[src/rtl/gobou_layer_sched_pkg.sv]
// Shared types and widths for the gobou layer scheduler: layer-table entry
// layout and scheduler state encoding.
package gobou_layer_sched_pkg;

    localparam int MEMSIZE       = 12;
    localparam int GOBOU_NETSIZE = 16;
    localparam int LWIDTH        = 10;

    typedef struct packed {
        logic [MEMSIZE-1:0]       in_offset;
        logic [MEMSIZE-1:0]       out_offset;
        logic [GOBOU_NETSIZE-1:0] net_offset;
        logic [LWIDTH-1:0]        total_out;
        logic [LWIDTH-1:0]        total_in;
        logic                     bias_en;
        logic                     relu_en;
    } gobou_layer_t;

    typedef enum logic [2:0] {
        S_IDLE,
        S_LOAD,
        S_REQ,
        S_WAIT_LO,
        S_WAIT_HI,
        S_DONE
    } gobou_sched_state_t;

endpackage

[src/rtl/gobou_layer_sched_if.sv]
// Scheduler <-> gobou_ctrl_core link: req/ack handshake plus per-run parameters.
interface gobou_layer_sched_if;
    import gobou_layer_sched_pkg::*;

    logic                     core_req;
    logic                     core_ack;
    logic [MEMSIZE-1:0]       in_offset;
    logic [MEMSIZE-1:0]       out_offset;
    logic [GOBOU_NETSIZE-1:0] net_offset;
    logic [LWIDTH-1:0]        total_out;
    logic [LWIDTH-1:0]        total_in;
    logic                     bias_en;
    logic                     relu_en;

    modport master (
        output core_req, in_offset, out_offset, net_offset,
               total_out, total_in, bias_en, relu_en,
        input  core_ack
    );

    modport slave (
        input  core_req, in_offset, out_offset, net_offset,
               total_out, total_in, bias_en, relu_en,
        output core_ack
    );

endinterface

[src/rtl/gobou_layer_table.sv]
// Layer-table register file: one write port, one registered read port whose
// output register doubles as the scheduler's parameter register.
module gobou_layer_table
    import gobou_layer_sched_pkg::*;
#(
    parameter int LAYERS   = 8,
    parameter int LAYERLOG = $clog2(LAYERS)
) (
    input  logic                clk,
    input  logic                rst,
    input  logic                we,
    input  logic [LAYERLOG-1:0] wr_idx,
    input  gobou_layer_t        wr_data,
    input  logic                rd_en,
    input  logic [LAYERLOG-1:0] rd_idx,
    output gobou_layer_t        rd_data
);

    gobou_layer_t mem [LAYERS];

    always_ff @(posedge clk or posedge rst) begin
        if (rst) begin
            for (int unsigned i = 0; i < LAYERS; i++) mem[i] <= '0;
        end else if (we) begin
            mem[wr_idx] <= wr_data;
        end
    end

    // A write to the entry being read in the same cycle returns the old contents.
    always_ff @(posedge clk or posedge rst) begin
        if (rst)        rd_data <= '0;
        else if (rd_en) rd_data <= mem[rd_idx];
    end

endmodule

[src/rtl/gobou_layer_sched.sv]
// Multi-layer sequencer for gobou_ctrl_core: walks the layer table, one req/ack per layer.
// Optional GOBOU_SCHED_PERF_EN adds run_cycles / last_layer_cycles counters.
module gobou_layer_sched
    import gobou_layer_sched_pkg::*;
#(
    parameter int LAYERS   = 8,
    parameter int LAYERLOG = $clog2(LAYERS)
) (
    input  logic                clk,
    input  logic                rst,
    input  logic                cfg_we,
    input  logic [LAYERLOG-1:0] cfg_idx,
    input  gobou_layer_t        cfg_entry,
    input  logic                start,
    input  logic [LAYERLOG:0]   num_layers,
    input  logic                abort,
    gobou_layer_sched_if.master core,
    output logic                busy,
    output logic                done,
    output logic                aborted,
    output logic [LAYERLOG-1:0] cur_layer
`ifdef GOBOU_SCHED_PERF_EN
    ,
    output logic [31:0]         run_cycles,
    output logic [31:0]         last_layer_cycles
`endif
);

    gobou_sched_state_t state, state_nxt;
    gobou_layer_t       params;
    logic [LAYERLOG:0]  nl_q;
    logic [LAYERLOG:0]  nl_clamped;
    logic [LAYERLOG:0]  layer_num;
    logic               abort_pend;
    logic               start_acc;
    logic               last_layer;
    logic               layer_end;

    assign nl_clamped = (num_layers > LAYERS[LAYERLOG:0]) ? LAYERS[LAYERLOG:0] : num_layers;
    assign start_acc  = (state == S_IDLE) && start;
    assign layer_num  = {1'b0, cur_layer} + (LAYERLOG+1)'(1);
    assign last_layer = (layer_num == nl_q);
    assign layer_end  = (state == S_WAIT_HI) && core.core_ack;

    gobou_layer_table #(
        .LAYERS   (LAYERS),
        .LAYERLOG (LAYERLOG)
    ) u_table (
        .clk     (clk),
        .rst     (rst),
        .we      (cfg_we),
        .wr_idx  (cfg_idx),
        .wr_data (cfg_entry),
        .rd_en   (state == S_LOAD),
        .rd_idx  (cur_layer),
        .rd_data (params)
    );

    assign core.in_offset  = params.in_offset;
    assign core.out_offset = params.out_offset;
    assign core.net_offset = params.net_offset;
    assign core.total_out  = params.total_out;
    assign core.total_in   = params.total_in;
    assign core.bias_en    = params.bias_en;
    assign core.relu_en    = params.relu_en;

    always_ff @(posedge clk or posedge rst) begin
        if (rst) state <= S_IDLE;
        else     state <= state_nxt;
    end

    always_comb begin
        state_nxt     = state;
        core.core_req = 1'b0;
        busy          = 1'b1;
        done          = 1'b0;
        case (state)
            S_IDLE: begin
                busy = 1'b0;
                if (start) state_nxt = (nl_clamped == '0) ? S_DONE : S_LOAD;
            end
            S_LOAD:    state_nxt = S_REQ;
            S_REQ: begin
                core.core_req = 1'b1;
                state_nxt     = S_WAIT_LO;
            end
            S_WAIT_LO: if (!core.core_ack) state_nxt = S_WAIT_HI;
            S_WAIT_HI: if (core.core_ack)  state_nxt = (last_layer || abort_pend) ? S_DONE : S_LOAD;
            S_DONE: begin
                done      = 1'b1;
                state_nxt = S_IDLE;
            end
            default:   state_nxt = S_IDLE;
        endcase
        aborted = done && abort_pend;
    end

    always_ff @(posedge clk or posedge rst) begin
        if (rst) begin
            cur_layer  <= '0;
            nl_q       <= '0;
            abort_pend <= 1'b0;
        end else begin
            if (start_acc) begin
                cur_layer <= '0;
                nl_q      <= nl_clamped;
            end else if (layer_end && !last_layer && !abort_pend) begin
                cur_layer <= cur_layer + LAYERLOG'(1);
            end
            if (state == S_DONE)                  abort_pend <= 1'b0;
            else if (abort && (state != S_IDLE)) abort_pend <= 1'b1;
        end
    end

`ifdef GOBOU_SCHED_PERF_EN
    logic [31:0] layer_cnt;

    // layer_cnt counts from the REQ cycle onward, so the exit cycle adds the final +1.
    always_ff @(posedge clk or posedge rst) begin
        if (rst) begin
            run_cycles        <= '0;
            last_layer_cycles <= '0;
            layer_cnt         <= '0;
        end else begin
            if (start_acc)                   run_cycles <= '0;
            else if (busy && run_cycles != '1) run_cycles <= run_cycles + 32'd1;

            if (start_acc)      last_layer_cycles <= '0;
            else if (layer_end) last_layer_cycles <= layer_cnt + 32'd1;

            if (state == S_REQ)
                layer_cnt <= 32'd1;
            else if ((state == S_WAIT_LO) || (state == S_WAIT_HI))
                layer_cnt <= layer_cnt + 32'd1;
        end
    end
`endif

endmodule

[src/flat_wrapper.sv]
// flat-port wrapper written by rule: the top's interface ports become plain ports
module gobou_layer_sched_flat import gobou_layer_sched_pkg::*;
#(
    parameter int LAYERS   = 8,
    parameter int LAYERLOG = $clog2(LAYERS)
)
  (clk, rst, cfg_we, cfg_idx, cfg_entry, start, num_layers, abort, busy, done, aborted, cur_layer, core_core_req, core_in_offset, core_out_offset, core_net_offset, core_total_out, core_total_in, core_bias_en, core_relu_en, core_core_ack);
  gobou_layer_sched_if core_i ();
  input  logic clk;
  input  logic rst;
  input  logic cfg_we;
  input  logic [LAYERLOG-1:0] cfg_idx;
  input  gobou_layer_t cfg_entry;
  input  logic start;
  input  logic [LAYERLOG:0] num_layers;
  input  logic abort;
  output logic busy;
  output logic done;
  output logic aborted;
  output logic [LAYERLOG-1:0] cur_layer;
  output wire logic [$bits(core_i.core_req)-1:0] core_core_req;
  output wire logic [$bits(core_i.in_offset)-1:0] core_in_offset;
  output wire logic [$bits(core_i.out_offset)-1:0] core_out_offset;
  output wire logic [$bits(core_i.net_offset)-1:0] core_net_offset;
  output wire logic [$bits(core_i.total_out)-1:0] core_total_out;
  output wire logic [$bits(core_i.total_in)-1:0] core_total_in;
  output wire logic [$bits(core_i.bias_en)-1:0] core_bias_en;
  output wire logic [$bits(core_i.relu_en)-1:0] core_relu_en;
  input wire logic [$bits(core_i.core_ack)-1:0] core_core_ack;
  assign core_core_req = core_i.core_req;
  assign core_in_offset = core_i.in_offset;
  assign core_out_offset = core_i.out_offset;
  assign core_net_offset = core_i.net_offset;
  assign core_total_out = core_i.total_out;
  assign core_total_in = core_i.total_in;
  assign core_bias_en = core_i.bias_en;
  assign core_relu_en = core_i.relu_en;
  assign core_i.core_ack = core_core_ack;
  gobou_layer_sched #(.LAYERS(LAYERS), .LAYERLOG(LAYERLOG)) u_core (.clk(clk), .rst(rst), .cfg_we(cfg_we), .cfg_idx(cfg_idx), .cfg_entry(cfg_entry), .start(start), .num_layers(num_layers), .abort(abort), .core(core_i), .busy(busy), .done(done), .aborted(aborted), .cur_layer(cur_layer));
endmodule
[config.mk]
export PLATFORM = sky130hd
export DESIGN_NAME = gobou_layer_sched_flat
export DESIGN_NICKNAME = d
export VERILOG_FILES = /design/src/rtl/gobou_layer_sched_pkg.sv /design/src/rtl/gobou_layer_sched_if.sv /design/src/rtl/gobou_layer_table.sv /design/src/rtl/gobou_layer_sched.sv /design/src/flat_wrapper.sv
export SDC_FILE = /design/constraint.sdc
export NUM_CORES = 1
export LEC_CHECK = 0
export BUFFER_PORTS_ARGS = -buffer_cell sky130_fd_sc_hd__buf_2
export CAP_MARGIN = 5
export CORE_MARGIN = 2
export CORE_UTILIZATION = 60
export CTS_CLUSTER_DIAMETER = 150
export DETAILED_ROUTE_END_ITERATION = 12
export GPL_ROUTABILITY_DRIVEN = 0
export PLACE_DENSITY = 0.79
export REMOVE_ABC_BUFFERS = 1
export SLEW_MARGIN = 15
export SYNTH_ARGS = -nofsm -noshare
export SYNTH_HDL_FRONTEND = slang
export SYNTH_SLANG_ARGS = --single-unit
[constraint.sdc]
create_clock -name clk -period 34.5 [get_ports clk]
set_input_delay 0 -clock clk [delete_from_list [all_inputs] [get_ports clk]]
set_output_delay 0 -clock clk [all_outputs]
set_load 0.02 [all_outputs]
Word level (Yosys, flattened, before mapping):

Index checks and enable logic that the tools add are counted.
Widths: inputs -> output; s select.

* $add $sub $neg: 2
* bitwise gates (word level): 2
* eq/ne operators: 9
* reductions and logical operators: 16
* order comparisons: 4
* multiplexer cells: 20

Operator list (count)
* $bwmux 496: 1
* $bmux 62 s3: 1
* $demux 62 s3: 1
* $mux 62: 3
* $mux 3: 7
* $pmux 3 s5: 1
* $ge 4x4->1 const B: 2
* $not 3->4: 2
* $logic_and 1x1->1: 7
* $eq 3x2->1 const B: 2
* $eq 3x3->1 const B: 2
* $ne 2x2->1 const B: 3
* $mux 1: 5
* $add 3x1->4 const B: 1
* $eq 4x4->1: 1
* $gt 4x4->1 const B: 1
* $logic_not 4->1: 1
* $lt 4x1->1 const B: 1
* $mux 4: 1
* $reduce_bool 2->1: 2
* $add 3x1->3 const B: 1
* $eq 3x1->1 const B: 1
* $logic_not 3->1: 1
* $reduce_and 3->1: 1
* 3 further kinds: 4

* word-level logic and storage cells: 120
* input port bits: 75
* bits in registers: 569
* output and inout bits: 69

Logic depth before layout (Yosys ltp):

* word-level depth: 7
* depth in mapped cells: 7
* gate-level depth less buffers: 6

Hierarchy:

From an unflattened synthesis, not the netlist that was laid out.

* cell total of the unflattened synthesis: 1826
* area, all modules: 25831.0 sq um

Modules (own cells, without submodules)
* gobou_layer_table: instances 1, area each 25194.2 sq um, cells an instance 1761
* gobou_layer_sched: instances 1, area each 636.9 sq um, cells an instance 65

Worst setup path after synthesis:

Ideal clock, no wire load.

* path type: register -> register
* from: register u_core.cur_layer[0]
* to: register u_core.cur_layer[0]
* path buffers: 0
* data required time: 34.374 ns
* arrival time: 1.724 ns
* cell stages (with the launch flop): 7
* clock period less this slack: 1.850 ns
* path slack: 32.650 ns
* cells stage by stage: dfrtp_1 -> ha_1 -> xor2_1 -> or3_1 -> a211oi_2 -> or3_1 -> a21boi_1

* cells in the longest elaborated chain, start to end: 6

Ends and longest elaborated chain
* from (decl): RTL line gobou_layer_sched.sv:21 `output logic [LAYERLOG-1:0] cur_layer`
* from (signal assigned): RTL line gobou_layer_sched.sv:108 `cur_layer <= cur_layer + LAYERLOG'(1);`
* $add 3x1->4: RTL line gobou_layer_sched.sv:41 `assign layer_num = {1'b0, cur_layer} + (LAYERLOG+1)'(1);`
* $eq 4x4->1: RTL line gobou_layer_sched.sv:42 `assign last_layer = (layer_num == nl_q);`
* $logic_not 1->1: RTL line gobou_layer_sched.sv:107 `end else if (layer_end && !last_layer && !abort_pend) begin`
* $logic_and 1x1->1 (2 in a row): RTL line gobou_layer_sched.sv:107
* $reduce_bool 2->1 (no source line)

Several ways; a longest one is shown, not always the timed one. The select of a mux whose other input is x is not followed.
A chain may end at the register's enable or synchronous reset.

Worst setup path in the final report:

* from: register u_core.cur_layer[0]
* to: register u_core.u_table.rd_data[39] (netlist bit)

* cells in the longest elaborated chain, start to end: 4

Ends and longest elaborated chain
* $not 3->4 (not written as such): RTL line gobou_layer_table.sv:32 `else if (rd_en) rd_data <= mem[rd_idx];`
* $bmux 62 s3: RTL line gobou_layer_table.sv:32
* $mux 62 (not written as such) (2 in a row): RTL line gobou_layer_table.sv:32
* to (signal assigned): RTL line gobou_layer_table.sv:32
* to (decl): RTL line gobou_layer_table.sv:16 `output gobou_layer_t rd_data`

Every way passes these cells. The select of a mux whose other input is x is not followed.

==> impl.org <==
** Status
- The run finished with clean final reports.

** Detailed routing
- Pre-Repair DR Iteration Count :: 4
- The first routing iteration left 797 violations.
- Total number of vias :: 13971
- In the routed design, unresolved DRC markers number 0.
- In this run the remaining antenna-violating nets after routing total 0.
- After detailed routing, the average wire length per cell comes to 22.66 µm.
- Dividing the detail-routed via count by the number of cells gives 6.032.
- Wires add up to 52480 µm.

** Synthesis
- Flip-flop and latch count after synthesis :: 569
- Yosys warns :: 0
- Dividing the synthesized area by the synthesized cell count gives 16.08 µm².
- The most used flip-flop cell after synthesis is dfrtp_1.
- EDFF count, synth :: 0
- For this run, asynchronously set or reset flops after synthesis account for 100.0%.
- Share of synthesized area occupied by flip-flops and latches :: 57.38%
- Number of instances in the synthesized netlist :: 1543
- The synthesized netlist occupies a cell area of 24810 µm².
- Count of unique library cells instantiated by Yosys :: 43

** Worst hold path
- Depth of the worst hold-timing path :: 3
- Endpoint, Worst Hold :: u_core.state[2]$_DFFE_PP0P_
- In this run the most critical hold path is launched from start.
- The path class of the tightest hold or removal check is input pin to register.

** Finish
- For this run, the post-layout net count is 1820.
- Fillers :: 2753
- Across the whole layout, storage elements account for 14250 µm².
- Antenna diode instance count :: 0
- Most frequent standard cell in the layout excluding fill and tap cells :: dfrtp_1
- Of the cells placed in the final design, the portion with a size suffix greater than 1 is 49.33%.
- Measured on the finished design, the core utilization comes to 69.58%.
- Summing all non-filler instances in the final layout gives an area of 28410 µm².
- Commonest cells after routing, fill and taps aside :: dfrtp_1 (566), mux2_2 (492), buf_2 (143)
- Area growth from synthesis to layout :: 14.50%
- The multi-input combinational cells in the finished layout cover a total of 9995 µm².

** Placed design
- At the placement stage, the worst setup path has a slack of 30.67 ns.
- In this run the tool buffered the top-level ports with 143 buffer cells.
- Detailed placement finished with a half-perimeter wire length of 28440 µm.
- Area after DPL :: 25850 µm²

** Global routing
- Via count of the first global-routing pass :: 15057
- Initial antenna violation count :: 2
- Across every metal layer, demand over resource in global routing totals 25.19%.
- For this run the aggregate overflow at the end of global routing stands at 0.
- The first global-routing pass estimated 85170 µm of wire.
- Largest net degree at the start of global routing :: 166

** Timing
- After routing, the total negative slack on setup checks comes to 0 ns.
- The worst path meets setup with 30.84 ns of slack.
- Setup violations remaining at the end of the flow were counted as 0.
- Max-slew violation total from the final report :: 0
- Setup repair after global routing left no endpoint under its margin.
- Dividing the final minimum period by the clock period gives 10.61%.
- At the pin with the least slew margin, the transition time is 1.105 ns.
- The worst path needs 3.661 ns of the cycle, external delays included.
- Headroom to the max-slew limit :: 26.31%
- Fmax :: 273.1 MHz
- The number of hold violations in the final report came to 0.
- Max Clock Skew :: 0.01290 ns

** Power and ir drop
- The clock network burns 29.6% of the power.
- Of the total power, the share spent switching nets is 28.54%.
- Sequential share of power :: 47.0%
- Power spread over the standard cell area amounts to 70.43 nW/µm².
- IR drop worst, VDD :: 0.04472 mV
- Net switching power :: 571.1 µW
- Combinational share of power :: 23.4%
- Total power for the finished layout comes to 2001 µW.
- Leakage power :: 0.01186 µW
- The internal power of the cells totals 1430 µW.

** Critical path
- In this run the worst path has a maximum fanout of 49.
- The startpoint identified for the worst register-to-register timing path is u_core.cur_layer[0]$_DFFE_PP0P_.
- Req. time, crit path :: 34.93 ns
- The worst setup path is captured at a register.
- Slack of the worst reg-to-reg path :: 30.84 ns
- Worst Path Class, Setup :: register to register
- Logic depth of the worst register-to-register path :: 5
- In this run the critical register-to-register path is captured at u_core.u_table.rd_data[39]$_DFFE_PP0P_.
- STA classifies the critical path startpoint as a register.
- Arrival time of the worst setup path :: 4.09 ns

** Floorplanning
- The die is 207.4 µm wide.
- Measured along the y axis, the die boundary spans 207.4 µm.
- Initial standard-cell utilization of the core :: 60.77%
- The floorplan has 74 rows.
- The core region is 40830 µm².
- 144 I/O pins were placed.
- The die covers 43000 µm².

** Clock tree
- For the worst-skew pair, the clock arrives at the later sink with an insertion delay of 0.60 ns.
- Clock-pin slew reported for the worst setup and hold paths after clock tree synthesis :: 0.06 ns
- CTS buffer count :: 57
- Total number of H-tree levels :: 2
- Clock root buffer :: clkbuf_16
- Counting every sink on the clock net gives 569.
- Resized Gates After CTS :: 0
- No sink is reached through more buffers than the 3 on the longest clock path.
- TritonCTS built the clock tree.

** Run
- The tool flagged a number of max-cap violations equal to 0.
## flip-flops by register name (all words and copies together) (netlist names)
signal                  flops
u_core.abort_pend           1
u_core.cur_layer            3
u_core.nl_q                 4
u_core.state                3
u_core.u_table.mem        496
u_core.u_table.rd_data     62
## cell families (layout without fill, tap and decap cells)
| kind of cell | Yosys count | in the layout | synth area share [%] |
|---|---|---|---|
| AOI/OAI and AO/OA | 79 | 79 | 1.709 |
| xor gates and xnor gates | 3 | 3 | 0.1059 |
| adders and majority gates | 1 | 1 | 0.05042 |
| buffers and inverters | 105 | 346 | 2.426 |
| DFF | 569 | 569 | 57.38 |
| muxes | 683 | 683 | 36.31 |
| and+or+nand+nor | 103 | 103 | 2.012 |
## critical path: stages, from the launching register on
cell and delay [ns]:
dfrtp_4 0.89, buf_4 0.78, buf_4 0.88, mux4_2 0.61, mux2i_1 0.16, a21oi_1 0.10
## Yosys cell counts (2+ instances only)
| cell type | n | area (µm²) |
|---|---|---|
| nand4b_1 | 3 | 26.28 |
| nand2_1 | 7 | 26.28 |
| mux2_1 | 5 | 56.30 |
| mux2_2 | 492 | 5540 |
| a21boi_1 | 2 | 15.01 |
| and2_1 | 2 | 12.51 |
| mux2i_1 | 62 | 620.6 |
| dfrtp_1 | 569 | 14240 |
| and3_1 | 2 | 12.51 |
| a21oi_1 | 65 | 325.3 |
| nor3b_1 | 2 | 15.01 |
| nor2_1 | 66 | 247.7 |
| nand2b_1 | 6 | 37.54 |
| o21ai_0 | 7 | 35.03 |
| nor2b_1 | 2 | 12.51 |
| inv_1 | 2 | 7.510 |
| mux4_2 | 124 | 2793 |
| clkbuf_1 | 10 | 37.54 |
| buf_6 | 2 | 22.52 |
| buf_1 | 5 | 18.77 |
| buf_2 | 60 | 300.3 |
| xor2_1 | 2 | 17.52 |
| or3_1 | 4 | 25.02 |
| buf_4 | 23 | 172.7 |
## worst max path at each step
| stage | slack, ns | end | cells past startpoint | from |
|---|---|---|---|---|
| after global placement | 30.79 | u_core.u_table.rd_data[52]$_DFFE_PP0P_ | 5 | u_core.cur_layer[0]$_DFFE_PP0P_ |
| after global routing | 30.45 | u_core.u_table.rd_data[21]$_DFFE_PP0P_ | 5 | u_core.cur_layer[0]$_DFFE_PP0P_ |
| after floorplan | 18.58 | u_core.abort_pend$_DFFE_PP0P_ | 1 | rst |
| after CTS | 30.71 | u_core.u_table.rd_data[21]$_DFFE_PP0P_ | 5 | u_core.cur_layer[0]$_DFFE_PP0P_ |
| after detailed placement | 30.67 | u_core.u_table.rd_data[39]$_DFFE_PP0P_ | 5 | u_core.cur_layer[0]$_DFFE_PP0P_ |
| final | 30.84 | u_core.u_table.rd_data[39]$_DFFE_PP0P_ | 5 | u_core.cur_layer[0]$_DFFE_PP0P_ |
## what timing repair did
item / CTS / global route
hold buffers: 75 / 0
buffers inserted: 0 / 0
hold endpoints to repair: 636 / 0
## per-stage QoR
stage	hold WS [ns]	instances
6_report	0.05459	2316
5_1_grt	0.1085	2316
4_1_cts	0.006690	2315
3_5_place_dp	0.2590	2141
3_3_place_gp	0.2496	2141
2_1_floorplan	0.1168	1440
## final cells by class
| cell class | instances | area share (%) |
|---|---|---|
| flip-flops and latches | 569 | 50.16 |
| multi-input cells | 869 | 35.18 |
| clock buffers | 92 | 6.197 |
| repair buffers | 245 | 5.932 |
| well taps | 532 | 2.343 |
| clock inverters | 7 | 0.1365 |
| inverters | 2 | 0.05285 |
## metal layers
| layer | track usage [%] | vias to the layer above | routed length [µm] |
|---|---|---|---|
| met3 | 3.979 | 82 | 2107 |
| li1 | - | 6126 | - |
| met2 | 39.79 | 257 | 25380 |
| met5 | 0 | - | 23 |
| met4 | 6.379 | 4 | 1019 |
| met1 | 37.26 | 7502 | 23950 |
## power by group through the flow
stage,sequential (µW),clock [µW],combinational [µW]
2_1_floorplan,972,0,309
6_report,941,593,468
4_1_cts,940,604,473
3_5_place_dp,949,0,462
5_1_grt,962,633,511
3_3_place_gp,940,0,444
(Power assumes the default switching activity.)
